[config.mk]
export PLATFORM = sky130hd
export DESIGN_NAME = reg_write_decoder
export DESIGN_NICKNAME = d
export VERILOG_FILES = /design/src/rtl/reg_write_decoder.sv
export SDC_FILE = /design/constraint.sdc
export NUM_CORES = 1
export LEC_CHECK = 0
export CAP_MARGIN = 0
export CORE_MARGIN = 10
export CORE_UTILIZATION = 43
export CTS_CLUSTER_DIAMETER = 150
export CTS_CLUSTER_SIZE = 16
export DETAILED_ROUTE_END_ITERATION = 10
export PLACE_DENSITY = 0.95
export SLEW_MARGIN = 20
export SYNTH_ARGS = -nofsm -noshare
export SYNTH_HDL_FRONTEND = slang
export SYNTH_SLANG_ARGS = --single-unit
[constraint.sdc]
create_clock -name clk -period 3.8 [get_ports clk]
set_clock_uncertainty 0.15 [all_clocks]
set_input_delay 0.57 -clock clk [delete_from_list [all_inputs] [get_ports clk]]
set_output_delay 0.57 -clock clk [all_outputs]
set_load 0.005 [all_outputs]
[src/rtl/reg_write_decoder.sv]
// ---------------------------------------------------------------------------
// reg_write_decoder
//
// Turns the write-back stage's destination-register index into one-hot
// register-file write strobes. Requests pass through a small in-order queue
// with valid/ready handshakes on both sides. A buffered request stays at the
// output until the register file accepts it.
//
// Optional feature macro: DECODER_BYPASS_EN
//   defined   -> an empty queue forwards the input request to the outputs in
//                the same cycle; if accepted there, it is never queued.
//   undefined -> no input-to-output combinational path (latency >= 1 cycle).
//
// Ports:
//   clk         in   rising-edge clock
//   reset_n     in   asynchronous active-low reset
//   in_valid    in   request present
//   in_ready    out  queue can accept (occupancy != DEPTH)
//   in_sel      in   [SEL_W]   destination register index
//   in_enable   in   write enable (0 = transfer without a strobe)
//   out_valid   out  decoded request present
//   out_ready   in   register file accepts
//   out_onehot  out  [2**SEL_W] write strobes
//   out_sel     out  [SEL_W]   head index
//   out_enable  out  head enable
//   occupancy   out  [CNT_W]   entries held, 0..DEPTH
// ---------------------------------------------------------------------------
module reg_write_decoder #(
  parameter int SEL_W = 5,
  parameter int DEPTH = 2,
  parameter int CNT_W = $clog2(DEPTH + 1)
) (
  input  logic                  clk,
  input  logic                  reset_n,
  input  logic                  in_valid,
  output logic                  in_ready,
  input  logic [SEL_W-1:0]      in_sel,
  input  logic                  in_enable,
  output logic                  out_valid,
  input  logic                  out_ready,
  output logic [2**SEL_W-1:0]   out_onehot,
  output logic [SEL_W-1:0]      out_sel,
  output logic                  out_enable,
  output logic [CNT_W-1:0]      occupancy
);

  localparam int OUT_W   = 2**SEL_W;
  localparam int PTR_W   = $clog2(DEPTH);
  localparam int ENTRY_W = SEL_W + 1;
  localparam logic [CNT_W-1:0] FULL_CNT  = CNT_W'(DEPTH);
  localparam logic [CNT_W-1:0] EMPTY_CNT = {CNT_W{1'b0}};
  localparam logic [CNT_W-1:0] ONE_CNT   = CNT_W'(1);
  localparam logic [PTR_W-1:0] ONE_PTR   = PTR_W'(1);

  // Strobe decode: a disabled entry produces no strobe at all.
  function automatic logic [OUT_W-1:0] decode_onehot(input logic [SEL_W-1:0] sel,
                                                     input logic             en);
    decode_onehot = OUT_W'(en) << sel;
  endfunction

  logic [ENTRY_W-1:0] mem_r [DEPTH];
  logic [PTR_W-1:0]   wr_ptr_r;
  logic [PTR_W-1:0]   rd_ptr_r;
  logic [CNT_W-1:0]   occ_r;

  logic               fifo_valid_s;
  logic               bypass_s;
  logic               push_s;
  logic               pop_s;
  logic [ENTRY_W-1:0] head_s;
  logic               valid_s;
  logic [SEL_W-1:0]   sel_s;
  logic               en_s;

  // Handshake decisions and head/bypass output selection.
  always_comb begin
    fifo_valid_s = (occ_r != EMPTY_CNT);
    head_s       = mem_r[rd_ptr_r];
`ifdef DECODER_BYPASS_EN
    // Gated by reset_n so the outputs read all-zero while reset is held.
    bypass_s     = reset_n && !fifo_valid_s && in_valid;
`else
    bypass_s     = 1'b0;
`endif
    in_ready     = (occ_r != FULL_CNT);
    valid_s      = fifo_valid_s || bypass_s;
    if (bypass_s) begin
      sel_s = in_sel;
      en_s  = in_enable;
    end else if (fifo_valid_s) begin
      sel_s = head_s[SEL_W-1:0];
      en_s  = head_s[SEL_W];
    end else begin
      // Empty queue: never expose stale storage.
      sel_s = {SEL_W{1'b0}};
      en_s  = 1'b0;
    end
    // A bypassed request accepted this cycle is complete and is not stored.
    push_s = in_valid && in_ready && !(bypass_s && out_ready);
    pop_s  = fifo_valid_s && out_ready;
  end

  // Output drive from the selected request.
  always_comb begin
    out_valid  = valid_s;
    out_sel    = sel_s;
    out_enable = en_s;
    out_onehot = decode_onehot(sel_s, en_s);
    occupancy  = occ_r;
  end

  // Queue storage; contents are don't-care after reset.
  always_ff @(posedge clk) begin
    if (push_s) begin
      mem_r[wr_ptr_r] <= {in_enable, in_sel};
    end
  end

  // Pointers and occupancy; pointers wrap naturally since DEPTH is 2**PTR_W.
  always_ff @(posedge clk or negedge reset_n) begin
    if (!reset_n) begin
      wr_ptr_r <= {PTR_W{1'b0}};
      rd_ptr_r <= {PTR_W{1'b0}};
      occ_r    <= EMPTY_CNT;
    end else begin
      if (push_s) begin
        wr_ptr_r <= wr_ptr_r + ONE_PTR;
      end
      if (pop_s) begin
        rd_ptr_r <= rd_ptr_r + ONE_PTR;
      end
      case ({push_s, pop_s})
        2'b10:   occ_r <= occ_r + ONE_CNT;
        2'b01:   occ_r <= occ_r - ONE_CNT;
        default: occ_r <= occ_r;
      endcase
    end
  end

endmodule

==> run_results.csv, run 1 <==
group,metric,value,unit
run_status,status,"completed",
flow_run,maxCapViolations,0,
synth,synthArstFlopShare,0.250,
sta,holdWs,0.329,ns
worst_hold_path,hold_class,"in2async",
placed_design,placed_cell_area,1530,µm²
detailed_routing,drt_iter0_markers,86,
clocking,cts_hold_buf,0,
floorplan,initial_utilization,0.460,
floorplan,io_pins,52,
worst_setup_path,timing.critical_path.buf_inv,1,
detailed_routing,routedWlPerCell,16.8,µm
clocking,cts-root-buf,"clkbuf_4",
synth,syn_nets,106,
global_routing,grt_first_pass_wirelength,4530,µm
synth,syn_area_per_cell,11.0,µm²
cells_and_area,fin_cells,167,
floorplan,core,2280,µm²
worst_setup_path,cp-end-kind,"output port",
sta,rsz0062_at_grt,"no",
synth,synth_flop_cell,"edfxtp_1",
detailed_routing,routed_via_density,5.26,
global_routing,antenna_found_initial,0,
cells_and_area,syn2layout_area_growth,48.3,%
detailed_routing,finalWirelength,2810,µm
clocking,cts_buffer_depth,2,
synth,synth_area_leaders,"edfxtp_1, nor3_2, dfrtp_1",
sta,slew_headroom,0.506,
power_and_ir_drop,p_per_area,662,nW/µm²
power_and_ir_drop,p_total,1.03,mW
sta,period_needed,3.33,ns
synth,synth_top_area_frac,0.344,
floorplan,die-area,4810,µm²
worst_setup_path,path_class,"reg2out",
floorplan,die_height,69.4,µm
global_routing,grt_max_degree,17,
clocking,cts_tree,"done",
cells_and_area,design_area,1550,µm²
synth,yosysMostFrequentCell,"nor3_2",
worst_setup_path,required,3.08,ns
synth,ys_types,23,
clocking,cts_buffers,3,
worst_setup_path,start_kind,"register",
clocking,clock_latency,0.28,ns
worst_setup_path,crit_chain,"mux2i_2 > or3b_1 > nor3_1 > clkdlybuf4s50_1",
detailed_routing,dr.pass1.iters,4,
clocking,clk_pin_slew,0.08,ns
clocking,cts_resized,0,
detailed_routing,ant_nets,0,
sta,fin_crit_sh,0.876,
floorplan,chipWidth,69.4,µm
sta,tightest_slew,0.741,ns
synth,synth_edf_count,12,
sta,clock.fmax,0.300,GHz
synth,synth_seq_area_share,0.440,
cells_and_area,n_antenna_cell,0,
global_routing,grt_overflow,0,
global_routing,grt_pass1_vias,906,
worst_setup_path,crit_family,"simple AND/OR/NAND/NOR gates",
synth,syn_area,1050,µm²
synth,synth_common_cells,"nor3_2, nor3_1, edfxtp_1",
floorplan,num_rows,17,
clocking,htreeDepth,1,
clocking,postCtsSetupBuffers,0,
worst_setup_path,critPathMaxFanout,8,
synth,synth_top_area_cell,"edfxtp_1",
worst_setup_path,cp_slowest_stage_delay,0.61,ns
power_and_ir_drop,vdd_drop_max,443,µV
detailed_routing,drc_errors,0,
placed_design,hpwl,2270,µm
placed_design,gp_congestion,0.760,
clocking,cts_sinks,16,
placed_design,dp.cells,163,
sta,slew_violations,0,
cells_and_area,drive_gt1_frac,0.194,
sta,setup_tns,0,ns
worst_setup_path,cp_slowest_cell,"dfrtp_1",
synth,synth_cells,95,
detailed_routing,dr_total_vias,878,
synth,ys_ff_latch,16,
worst_setup_path,arrival,2.61,ns
sta,setup_viol,0,
sta,hold_viol,0,
global_routing,grtUsageTotal,0.109,
synth,yosysWarnings,0,
power_and_ir_drop,p_leak,0.487,nW
cells_and_area,layout.nets,151,
placed_design,io_buffers,51,
placed cells by master, fill, tap and decap left out, drive strengths merged, types with 2 or more instances in the layout:
cell	count
or3	2
xor2	2
a21oi	2
xnor2	3
or3b	5
nor3	32
mux2i	5
edfxtp	12
clkdlybuf4s50	51
dfrtp	4
and2	2
nor2	8
clkbuf	3
flip-flops by register name, summed over array words and instances, names as in the netlist:
signal	flops
mem_r	12
rd_ptr_r	1
wr_ptr_r	1
occupancy	2
where the power goes:
part	internal, mW	switching [mW]
combinational	0.280	0.361
sequential	0.247	0.0521
clock	0.0381	0.0499
total	0.565	0.463
routing by layer:
layer / GRT usage / up-vias / routed length [µm]
met4: 0.0399 / 0 / 54
met3: 0.0385 / 6 / 283
li1: - / 427 / -
met5: 0 / - / 0
met2: 0.193 / 38 / 1360
met1: 0.115 / 407 / 1110
cells by family after synthesis:
logic type               count (synthesis)  synth area share
flip-flops                              16             0.440
XOR/XNOR                                 5            0.0418
adder cells (fa/ha/maj)                  1            0.0119
multiplexers                             6            0.0765
AND/OR/NAND/NOR                         53             0.354
AO/OA/AOI/OAI                            2           0.00956
buffers and inverters                   12            0.0669
metrics by stage:
stage,setup slack [ns],utilization
after floorplan,1.62,-
after global placement,0.860,0.671
final,0.471,0.682
after CTS,0.473,0.682
after global routing,0.269,0.682
after detailed placement,0.772,0.671
cell type report:
cell class	count	area, µm²
clock buffer	3	22.5
clock inverter	1	3.75
fill	178	723
inverter	1	3.75
multi-input combinational	67	517
sequential	16	460
tap	28	35.0
timing repair buffer	51	510
worst paths after layout:
path	startpoint	endpoint	slack [ns]	cells after the start
setup / recovery	rd_ptr_r	out_onehot[22]	0.47	4
hold / removal	reset_n	wr_ptr_r	0.33	1
setup reg to reg	occupancy[0]	occupancy[1]	1.58	7
hold reg to reg	wr_ptr_r	wr_ptr_r	0.37	1
max in group asynchronous	reset_n	rd_ptr_r	3.01	1
min in group clk	wr_ptr_r	wr_ptr_r	0.37	1
No activity file was read; power rests on OpenSTA's default activity.
==> inputs of run 2 (changes only) <==
CELL_PAD_IN_SITES_DETAIL_PLACEMENT = 1   (was default)
CELL_PAD_IN_SITES_GLOBAL_PLACEMENT = 2   (was default)
CORE_UTILIZATION = 25   (was 43)
PLACE_DENSITY = 0.94   (was 0.95)
==> run 2 against run 1 <==
Core utilization fell by 29 points. Wire length up 18%. Critical endpoint is now out_onehot[17]. Die area up 49%.
==> run_results.csv, run 2 (synthesized netlist as in run 1, its figures left out) <==
group,metric,value,unit
run_status,status,"completed",
detailed_routing,ant_nets,0,
sta,setup_viol,0,
worst_setup_path,path_class,"reg2out",
detailed_routing,dr_total_vias,872,
global_routing,grt_util_met2,0.155,
placed_design,placed_cell_area,1550,µm²
detailed_routing,dr.pass1.iters,2,
sta,fin_ws,0.448,ns
global_routing,grt_pass1_vias,974,
sta,holdWs,0.355,ns
global_routing,antenna_found_initial,0,
worst_setup_path,critPathMaxFanout,16,
clocking,postCtsSetupBuffers,0,
floorplan,initial_utilization,0.260,
sta,clock.fmax,0.298,GHz
cells_and_area,fillers,463,
clocking,clock_latency,0.24,ns
power_and_ir_drop,p_leak,0.495,nW
cells_and_area,drive_gt1_frac,0.194,
cells_and_area,n_antenna_cell,0,
sta,slew_violations,0,
global_routing,busiest_layer,"met2",
global_routing,grt_max_degree,17,
sta,slew_headroom,0.480,
worst_setup_path,required,3.08,ns
cells_and_area,fin_cells,189,
placed_design,dp_slack,0.696,ns
placed_design,gp_congestion,0.694,
placed_design,dp.cells,185,
floorplan,io_pins,52,
sta,fin_crit_sh,0.882,
clocking,clk_pin_slew,0.06,ns
cells_and_area,top_register,"mem_r",
detailed_routing,drt_iter0_markers,38,
cells_and_area,post-route-util,0.397,
cells_and_area,most-common-layout-cells,"clkdlybuf4s50_1, nor3_2, nor3_1",
floorplan,core,4030,µm²
global_routing,use_met3,0.0309,
global_routing,grt_first_pass_wirelength,5420,µm
cells_and_area,design_area,1600,µm²
cells_and_area,layout.nets,151,
worst_setup_path,arrival,2.63,ns
cells_and_area,final_common_cell,"clkdlybuf4s50_1",
clocking,cts_buffer_depth,2,
clocking,cts_tree,"done",
clocking,cts_buffers,3,
worst_setup_path,start_kind,"register",
power_and_ir_drop,p_per_area,673,nW/µm²
detailed_routing,drc_errors,0,
floorplan,num_rows,23,
detailed_routing,routed_via_density,4.61,
cells_and_area,syn2layout_area_growth,52.7,%
placed_design,io_buffers,51,
floorplan,die-area,7180,µm²
global_routing,grt_overflow,0,
clocking,cts-root-buf,"clkbuf_8",
flow_run,maxCapViolations,0,
detailed_routing,routedWlPerCell,17.5,µm
clocking,cts_resized,0,
sta,tightest_slew,0.776,ns
placed_design,hpwl,2720,µm
clocking,cts_sinks,16,
global_routing,grtUsageTotal,0.0914,
cells_and_area,largest_register_ffs,12,
worst_hold_path,hold_class,"reg2reg",
power_and_ir_drop,vdd_drop_max,410,µV
clocking,cts_hold_buf,0,
worst_setup_path,cp-end-kind,"output port",
sta,period_needed,3.35,ns
sta,rsz0062_at_grt,"no",
clocking,htreeDepth,1,
sta,setup_tns,0,ns
power_and_ir_drop,p_total,1.08,mW
global_routing,met1_usage,0.101,
floorplan,chipWidth,84.7,µm
sta,hold_viol,0,
detailed_routing,finalWirelength,3310,µm
floorplan,die_height,84.7,µm
==> run 2: area by class of cell <==
cell class	instances	area (µm²)	share of cell area
multi-input cells	67	517	0.323
repair buffers	51	510	0.319
flip-flops and latches	16	460	0.288
well taps	50	62.6	0.0391
clock buffers	3	41.3	0.0258
clock inverters	1	3.75	0.00235
inverters	1	3.75	0.00235
==> run 2: worst paths after layout <==
kind	start	end	slack [ns]	cells past startpoint
min in group asynchronous	reset_n	wr_ptr_r	0.37	1
max in group asynchronous	reset_n	occupancy[0]	2.96	1
hold reg to reg	wr_ptr_r	wr_ptr_r	0.35	1
setup reg to reg	occupancy[0]	occupancy[1]	1.54	6
setup / recovery	occupancy[0]	out_onehot[17]	0.45	4
hold / removal	wr_ptr_r	wr_ptr_r	0.35	1
==> run 2: report_power, final <==
part / internal [mW] / total (mW) / leakage (nW) / switching, mW
Sequential: 0.247 / 0.299 / 0.158 / 0.0515
Combinational: 0.280 / 0.649 / 0.314 / 0.370
Clock: 0.0716 / 0.127 / 0.0231 / 0.0555
Total: 0.599 / 1.08 / 0.495 / 0.477
==> run 2: worst max-delay path, cell delays in order (launching register included) <==
cell and delay [ns]:
dfrtp_1 0.44, nor2_1 0.63, or3b_1 0.70, nor3_1 0.12
clkdlybuf4s50_1 0.50
==> run 2: routing by layer <==
layer | routed length [µm] | up-vias
met1 | 1430 | 406
met3 | 253 | 4
li1 | - | 429
met4 | 50 | 0
met5 | 0 | -
met2 | 1580 | 33
